<file path="config.mk">
export PLATFORM = sky130hd
export DESIGN_NAME = volatility_update_scheduler
export DESIGN_NICKNAME = d
export VERILOG_FILES = /design/src/rtl/vol_sched_pkg.sv /design/src/rtl/volatility_update_scheduler_rr_arbiter.sv /design/src/rtl/volatility_update_scheduler.sv
export SDC_FILE = /design/constraint.sdc
export NUM_CORES = 1
export LEC_CHECK = 0
export BUFFER_PORTS_ARGS = -buffer_cell sky130_fd_sc_hd__buf_2
export CORE_UTILIZATION = 55
export CTS_CLUSTER_SIZE = 24
export DETAILED_ROUTE_END_ITERATION = 12
export HOLD_SLACK_MARGIN = 0.12
export MAX_ROUTING_LAYER = met4
export PLACE_DENSITY = 0.8
export SYNTH_ARGS = -nofsm -noshare
export SYNTH_HDL_FRONTEND = slang
export SYNTH_HIERARCHICAL = 1
export SYNTH_SLANG_ARGS = --single-unit
</file>
<file path="constraint.sdc">
create_clock -name i_clk -period 5.5 [get_ports i_clk]
set_input_delay 0.55 -clock i_clk [delete_from_list [all_inputs] [get_ports i_clk]]
set_output_delay 0.55 -clock i_clk [all_outputs]
set_load 0.02 [all_outputs]
</file>
<file path="src/rtl/vol_sched_pkg.sv">
// Shared widths and types for the volatility update scheduler.
// The DEF_* values are the standard build; the top derives its own widths
// from its parameters, so overriding them there stays self-consistent.
package vol_sched_pkg;

    localparam int DEF_DATA_WIDTH  = 32;
    localparam int DEF_BUFFER_SIZE = 32;
    localparam int DEF_NUM_STOCKS  = 4;

    localparam int STOCK_W = $clog2(DEF_NUM_STOCKS);
    localparam int PTR_W   = $clog2(DEF_BUFFER_SIZE);
    localparam int ADDR_W  = STOCK_W + PTR_W;

    typedef logic [STOCK_W-1:0] stock_id_t;
    typedef logic [PTR_W-1:0]   ptr_t;
    typedef logic [ADDR_W-1:0]  addr_t;

    typedef struct packed {
        logic [DEF_DATA_WIDTH-1:0] ask;
        logic [DEF_DATA_WIDTH-1:0] bid;
    } quote_t;

endpackage

</file>
<file path="src/rtl/volatility_update_scheduler_rr_arbiter.sv">
// Round-robin arbiter: combinational search over req starting at ptr.
// Ports:
//   req     - request vector
//   ptr     - index with highest priority this cycle
//   gnt     - one-hot grant
//   gnt_idx - index of the granted requester
//   gnt_any - a grant was made
module rr_arbiter #(
    parameter int  N  = 4,
    localparam int IW = $clog2(N)
) (
    input  logic [N-1:0]  req,
    input  logic [IW-1:0] ptr,
    output logic [N-1:0]  gnt,
    output logic [IW-1:0] gnt_idx,
    output logic          gnt_any
);

    logic [IW-1:0] idx;

    always_comb begin
        gnt     = '0;
        gnt_idx = '0;
        gnt_any = 1'b0;
        idx     = '0;
        for (int k = 0; k < N; k++) begin
            // N is a power of two, so the IW-bit add wraps modulo N.
            idx = ptr + IW'(k);
            if (!gnt_any && req[idx]) begin
                gnt_any      = 1'b1;
                gnt_idx      = idx;
                gnt[idx]     = 1'b1;
            end
        end
    end

endmodule

</file>
<file path="src/rtl/volatility_update_scheduler.sv">
// Front-end sequencer for the per-stock rolling volatility datapath.
// Holds one latest-wins quote slot per stock, round-robin issues pending
// slots onto the single datapath port, owns the per-stock circular write
// pointers and fill counters, and checks datapath completions.
// Ports:
//   i_clk, i_reset_n        clock, synchronous active-low reset
//   i_req_valid/best_*      per-stock quote updates (packed per stock)
//   o_req_ready             all-1 out of reset
//   o_coalesced             pulse: a still-pending quote was overwritten
//   o_vm_*                  registered issue to the datapath
//   i_vm_data_valid         datapath completion, expected 1 cycle after issue
//   o_stock_warm            stock window full
//   o_protocol_error        sticky completion mismatch
module volatility_update_scheduler
    import vol_sched_pkg::*;
#(
    parameter int  DATA_WIDTH  = DEF_DATA_WIDTH,
    parameter int  BUFFER_SIZE = DEF_BUFFER_SIZE,
    parameter int  NUM_STOCKS  = DEF_NUM_STOCKS,
    localparam int SW = $clog2(NUM_STOCKS),
    localparam int PW = $clog2(BUFFER_SIZE),
    localparam int AW = SW + PW
) (
    input  logic                             i_clk,
    input  logic                             i_reset_n,
    input  logic [NUM_STOCKS-1:0]            i_req_valid,
    input  logic [NUM_STOCKS*DATA_WIDTH-1:0] i_req_best_ask,
    input  logic [NUM_STOCKS*DATA_WIDTH-1:0] i_req_best_bid,
    output logic [NUM_STOCKS-1:0]            o_req_ready,
    output logic [NUM_STOCKS-1:0]            o_coalesced,
    output logic                             o_vm_valid,
    output logic [SW-1:0]                    o_vm_stock_id,
    output logic [AW-1:0]                    o_vm_write_address,
    output logic [DATA_WIDTH-1:0]            o_vm_best_ask,
    output logic [DATA_WIDTH-1:0]            o_vm_best_bid,
    input  logic                             i_vm_data_valid,
    output logic [NUM_STOCKS-1:0]            o_stock_warm,
    output logic                             o_protocol_error
);

    localparam logic [PW:0] FULL = (PW+1)'(BUFFER_SIZE);

    logic [DATA_WIDTH-1:0] slot_ask [NUM_STOCKS];
    logic [DATA_WIDTH-1:0] slot_bid [NUM_STOCKS];
    logic [NUM_STOCKS-1:0] pending;
    logic [PW-1:0]         wr_ptr   [NUM_STOCKS];
    logic [PW:0]           fill     [NUM_STOCKS];
    logic [SW-1:0]         rr_ptr;

    logic [NUM_STOCKS-1:0] gnt_oh;
    logic [SW-1:0]         gnt_idx;
    logic                  gnt_any;

    // vld_pipe[0] is the issue strobe, vld_pipe[1] the completion expected now.
    logic [1:0]            vld_pipe;

    assign o_vm_valid = vld_pipe[0];

    rr_arbiter #(.N(NUM_STOCKS)) u_arb (
        .req     (pending),
        .ptr     (rr_ptr),
        .gnt     (gnt_oh),
        .gnt_idx (gnt_idx),
        .gnt_any (gnt_any)
    );

    always_ff @(posedge i_clk) begin
        if (!i_reset_n) begin
            o_req_ready        <= '0;
            o_coalesced        <= '0;
            o_vm_stock_id      <= '0;
            o_vm_write_address <= '0;
            o_vm_best_ask      <= '0;
            o_vm_best_bid      <= '0;
            o_stock_warm       <= '0;
            o_protocol_error   <= 1'b0;
            vld_pipe           <= '0;
            pending            <= '0;
            rr_ptr             <= '0;
            for (int s = 0; s < NUM_STOCKS; s++) begin
                slot_ask[s] <= '0;
                slot_bid[s] <= '0;
                wr_ptr[s]   <= '0;
                fill[s]     <= '0;
            end
        end else begin
            o_req_ready <= '1;
            vld_pipe    <= {vld_pipe[0], gnt_any};

            if (gnt_any) begin
                o_vm_stock_id      <= gnt_idx;
                o_vm_write_address <= {gnt_idx, wr_ptr[gnt_idx]};
                o_vm_best_ask      <= slot_ask[gnt_idx];
                o_vm_best_bid      <= slot_bid[gnt_idx];
                wr_ptr[gnt_idx]    <= wr_ptr[gnt_idx] + 1'b1;
                if (fill[gnt_idx] != FULL)
                    fill[gnt_idx] <= fill[gnt_idx] + 1'b1;
                rr_ptr <= gnt_idx + 1'b1;
            end

            for (int s = 0; s < NUM_STOCKS; s++) begin
                // A rewrite in the grant cycle keeps the slot pending with the
                // new quote; the granted (old) quote has already been issued.
                if (i_req_valid[s]) begin
                    slot_ask[s] <= i_req_best_ask[s*DATA_WIDTH +: DATA_WIDTH];
                    slot_bid[s] <= i_req_best_bid[s*DATA_WIDTH +: DATA_WIDTH];
                    pending[s]  <= 1'b1;
                end else if (gnt_oh[s]) begin
                    pending[s]  <= 1'b0;
                end
                o_coalesced[s]  <= i_req_valid[s] & pending[s] & ~gnt_oh[s];
                o_stock_warm[s] <= (fill[s] == FULL);
            end

            if (i_vm_data_valid != vld_pipe[1])
                o_protocol_error <= 1'b1;
        end
    end

endmodule
</file>
Yosys cells after proc, flatten, opt, wreduce, memory -nomap -nowiden --
Memory sizes are Yosys's and may differ from the RTL's. A register that Yosys moved wholly into a read port is not among the register bits. Index checks and enable logic that the tools add are counted.
Cells by class: $add $sub $neg 6, mux-type cells 71, reduce and logical (&&, ||, !) cells 18, magnitude comparators 8, bitwise operators 23, equal/unequal tests 6
Operator list (number):
- $mux W32 | 8
- $mux W1 | 42
- $eq A6 B6 Y1 const B | 4
- $mux W4 | 5
- $lt A2 B3 Y1 const B | 4
- $mux W2 | 6
- $or A4 B4 Y4 | 3
- $and A1 B1 Y1 | 8
- $bmux W1 S2 | 4
- $demux W1 S2 | 4
- $ge A2 B1 Y1 const B | 4
- $or A1 B1 Y1 | 8
- $reduce_bool A2 Y1 | 4
- $logic_and A1 B1 Y1 | 7
- $add A6 B1 Y6 const B | 1
- $mux W6 | 1
- $ne A6 B6 Y1 const B | 1
- $reduce_or A6 Y1 | 1
- $add A5 B1 Y5 const B | 1
- $logic_not A1 Y1 | 5
- $mux W5 | 1
- $reduce_or A5 Y1 | 1
- $add A2 B1 Y2 const B | 2
- $add A2 B2 Y2 const B | 2
- other kinds (2) | 5
Storage, ports and cells: bits in registers 30, output and inout bits 87, memories 4, logic and storage cells 148, RAM bits 300
Memories:
- slot_ask | words 4, width 32, rd ports 1, clocked after memory_dff 1, write ports 4, line volatility_update_scheduler.sv:43 | logic [DATA_WIDTH-1:0] slot_ask [NUM_STOCKS];
- slot_bid | words 4, width 32, rd ports 1, clocked after memory_dff 1, write ports 4, line volatility_update_scheduler.sv:44 | logic [DATA_WIDTH-1:0] slot_bid [NUM_STOCKS];
- fill | words 4, width 6, rd ports 5, clocked after memory_dff 0, write ports 4, line volatility_update_scheduler.sv:47 | logic [PW:0] fill [NUM_STOCKS];
- wr_ptr | words 4, width 5, rd ports 1, clocked after memory_dff 0, write ports 4, line volatility_update_scheduler.sv:46 | logic [PW-1:0] wr_ptr [NUM_STOCKS];

Depth between registers and ports, before layout --
An unclocked memory read counts as a cell.
word-level depth 20, gate-level depth with buffers 18

Modules after synthesis --
The synthesis kept the hierarchy.
Modules (own cells, without submodules):
- volatility_update_scheduler | sequential area each 10790.3 µm², times used 1, area an instance 15941.5 µm², cells an instance 1180
- rr_arbiter | sequential area each 0.0 µm², times used 1, area an instance 421.7 µm², cells an instance 45

Worst setup path after synthesis --
No wires, ideal clock.
path kind register to register, from reg rr_ptr[0], to mem fill[2][0] in the netlist's numbering, enable pin, data required time 5.143 ns, data arrival time 3.648 ns, library setup time 0.357 ns, path slack 1.495 ns, cell stages (with the launch flop) 18, period minus slack after synthesis 4.005 ns, cells stage by stage dfxtp_1 buf_6 inv_1 ha_1 mux4_2 buf_6 nor4b_4 nor2_1 a32o_1 buf_2 buf_2 mux4_2 inv_1 ha_1 nor2b_1 a2bb2oi_2 nor3_4 o21ai_1
RTL lines:
- from (decl) | line volatility_update_scheduler.sv:48 | logic [SW-1:0] rr_ptr;
- from (signal assigned) | line volatility_update_scheduler.sv:98 | rr_ptr <= gnt_idx + 1'b1;
- to (decl) | line volatility_update_scheduler.sv:47

==> qor.yml <==
dpl_worst_slack_ns: 0.654
synth_edf_count: 300
n_fill_cell: 2058
cts_max_path_buffers: 3
path_class: "flip-flop to flip-flop"
fin_util_pct: 67.7
vdd_drop_max_mv: 0.386
max_cap_violations: 0
grt-ovfl-total: 0
avgRoutedWirePerCell_um: 23.2
worstSetupEndpointType: "flip-flop"
cp_data_required_time_ns: 5.67
drt_iter0_drc: 1138
post-synth-top-count-cell: "edfxtp_1"
hold_violations: 0
fin_tns_setup_ns: 0
cts_made_buffers: 40
grt_pass1_wl_mm: 67.7
post_cts_buffers: 0
syn-cell-area_um2: 16400
clk_latency_ns: 0.53
path_depth: 13
drive_gt1_share_pct: 29.9
max_stage_delay_ns: 0.74
initial_utilization_pct: 56.4
vias: 11800
coreArea_um2: 29000
avgSynthCellArea_um2: 13.4
dp_hpwl_mm: 27.9
clock_skew_ns: 0.0154
instances_no_fill: 1956
cp.arrival_ns: 5.08
start_kind: "flip-flop"
cp_cell_sequence: "inv_1 -> ha_1 -> mux4_2 -> nor4b_4 -> nor2_1 -> a32o_1 -> mux4_2 -> inv_1 -> ha_1 -> nor2b_1 -> a2bb2oi_2 -> nor3_4 -> o21ai_1"
rrSetupSlack_ns: 0.59
numPortBuffers: 349
fin_nets: 1792
wirelength_mm: 45.4
cp_max_fo: 18
cts_resized: 0
reg2reg_depth: 13
drc_errors: 0
first_pass_iters: 5
ys_seq_elements: 389
ant_nets: 0
maxSlewHeadroom_pct: 26.6
num_io_pins: 350
fin_crit_sh_pct: 89.3
htree_levels: 2
synth_top_area_cell: "edfxtp_1"
min_path_type: "primary input to flip-flop"
rsz0062_at_grt: "false"
critPathTopFamily: "simple AND/OR/NAND/NOR gates"
place_inst: 1863
syn2layout_area_growth_pct: 20.0
clockRootBuffer: "clkbuf_16"
synth-seq-area-share_pct: 65.9
syn_inst: 1225
path_buf_inv: 2
dieArea_um2: 30400
clkTransAtPathRegs_ns: 0.06
synth_area_leaders: "edfxtp_1 (55%), dfxtp_1 (11%), and3_1 (10%), mux2i_1 (4.6%), a221o_1 (3.7%)"
synthTopCellsByCount: "edfxtp_1 (300), and3_1 (261), dfxtp_1 (89)"
p_leak_nw: 8.86
cts.sink_count: 389
setup_ws_ns: 0.591
setup_violations: 0
chipWidth_um: 174
num_rows: 62
period_needed_ns: 4.91
min_path_cells: 2
gp_congestion: 0.938
grt_pass1_vias: 12000
cts_tree: "built"
power.density_nw_per_um2: 521
yosysTopAreaCellShare_pct: 55.1
yosys_warnings: 6
ys.flop_type: "edfxtp_1"
finalMaxSlewViolations: 0
status: "completed"
synth_cell_types: 47
die_h_um: 174
grt_max_degree: 112
ctsHoldBuffers: 0
async_flop_share_pct: 0
antenna_found_initial: 17
synth_fp_nets: 1496
worst_slew_pin_slew_ns: 1.10
critical-path-slowest-cell: "dfxtp_1"
vias_per_cell: 6.03
fmaxAchievable_mhz: 204
grt_usage_pct: 30.2
==> cells in the final DEF, fill, tap and decap left out, types with 12 or more instances in the layout <==
cell type  count
buf_2        348
edfxtp_1     300
and3_1       261
dfxtp_1       89
nand2_1       80
mux2i_1       76
o21ai_0       66
a221o_1       60
clkbuf_16     41
nor2_1        26
buf_4         21
diode_2       19
nor3_1        17
mux4_2        12
==> metrics by stage <==
| step | power, mW | area [um2] | hold WS, ns |
|---|---|---|---|
| final | 10.2 | 19600 | 0.333 |
| after global routing | 10.6 | 19600 | 0.326 |
| after CTS | 10.2 | 19600 | 0.323 |
| after detailed placement | 7.57 | 18300 | 0.451 |
| after global placement | 7.48 | 18300 | 0.435 |
| after floorplan | 6.53 | 16400 | 0.409 |
==> cells by family (layout without fill, tap and decap cells) <==
group / Yosys count / after routing / synth area share [%]
compound gates: 166 / 166 / 7.49
xor+xnor: 7 / 7 / 0.375
fa+ha+maj: 8 / 8 / 0.612
buf+inv: 124 / 452 / 3.41
flops: 389 / 389 / 65.9
mux: 96 / 96 / 7.03
other cells: 0 / 19 / 0
simple gates: 435 / 435 / 15.1
==> routing by layer <==
metal	share of wire, %	up-vias	track usage, %
met5	0	-	-
met4	4.1	0	13.6
met3	9.2	123	5.51
met2	49	660	49.5
met1	38	5731	36.6
li1	-	5290	-
==> report_power, final <==
part	total [mW]	switching, mW	internal (mW)
Sequential	3.97	0.238	3.73
Combinational	3.59	2.22	1.37
Clock	2.67	1.11	1.57
Total	10.2	3.56	6.67
==> path summary, 6_finish.rpt <==
check,start,end
max,rr_ptr[0],fill[3][3]
min,i_req_best_ask[64],slot_ask[2][0]
max reg2reg,rr_ptr[0],fill[3][3]
min reg2reg,vld_pipe[0],vld_pipe[1]
==> area by class of cell <==
cell class | instances | area (um2) | area share [%]
Clock buffer | 52 | 1110 | 5.64
Tap cell | 384 | 480 | 2.45
Clock inverter | 22 | 190 | 0.969
Inverter | 8 | 30.0 | 0.153
Antenna cell | 19 | 47.5 | 0.242
Sequential cell | 389 | 10800 | 55.0
Timing Repair Buffer | 370 | 1910 | 9.73
Multi-Input combinational cell | 712 | 5080 | 25.9
==> sequential cells by signal, indices dropped and copies added (netlist names), 2 cells and up <==
| signal | count |
|---|---|
| vld_pipe | 2 |
| slot_bid | 128 |
| slot_ask | 128 |
| wr_ptr | 20 |
| o_coalesced | 4 |
| o_vm_stock_id | 2 |
| pending | 4 |
| rr_ptr | 2 |
| fill | 24 |
| o_vm_best_bid | 32 |
| o_stock_warm | 4 |
| o_vm_best_ask | 32 |
| o_vm_write_address | 5 |
(Power assumes the default switching activity.)
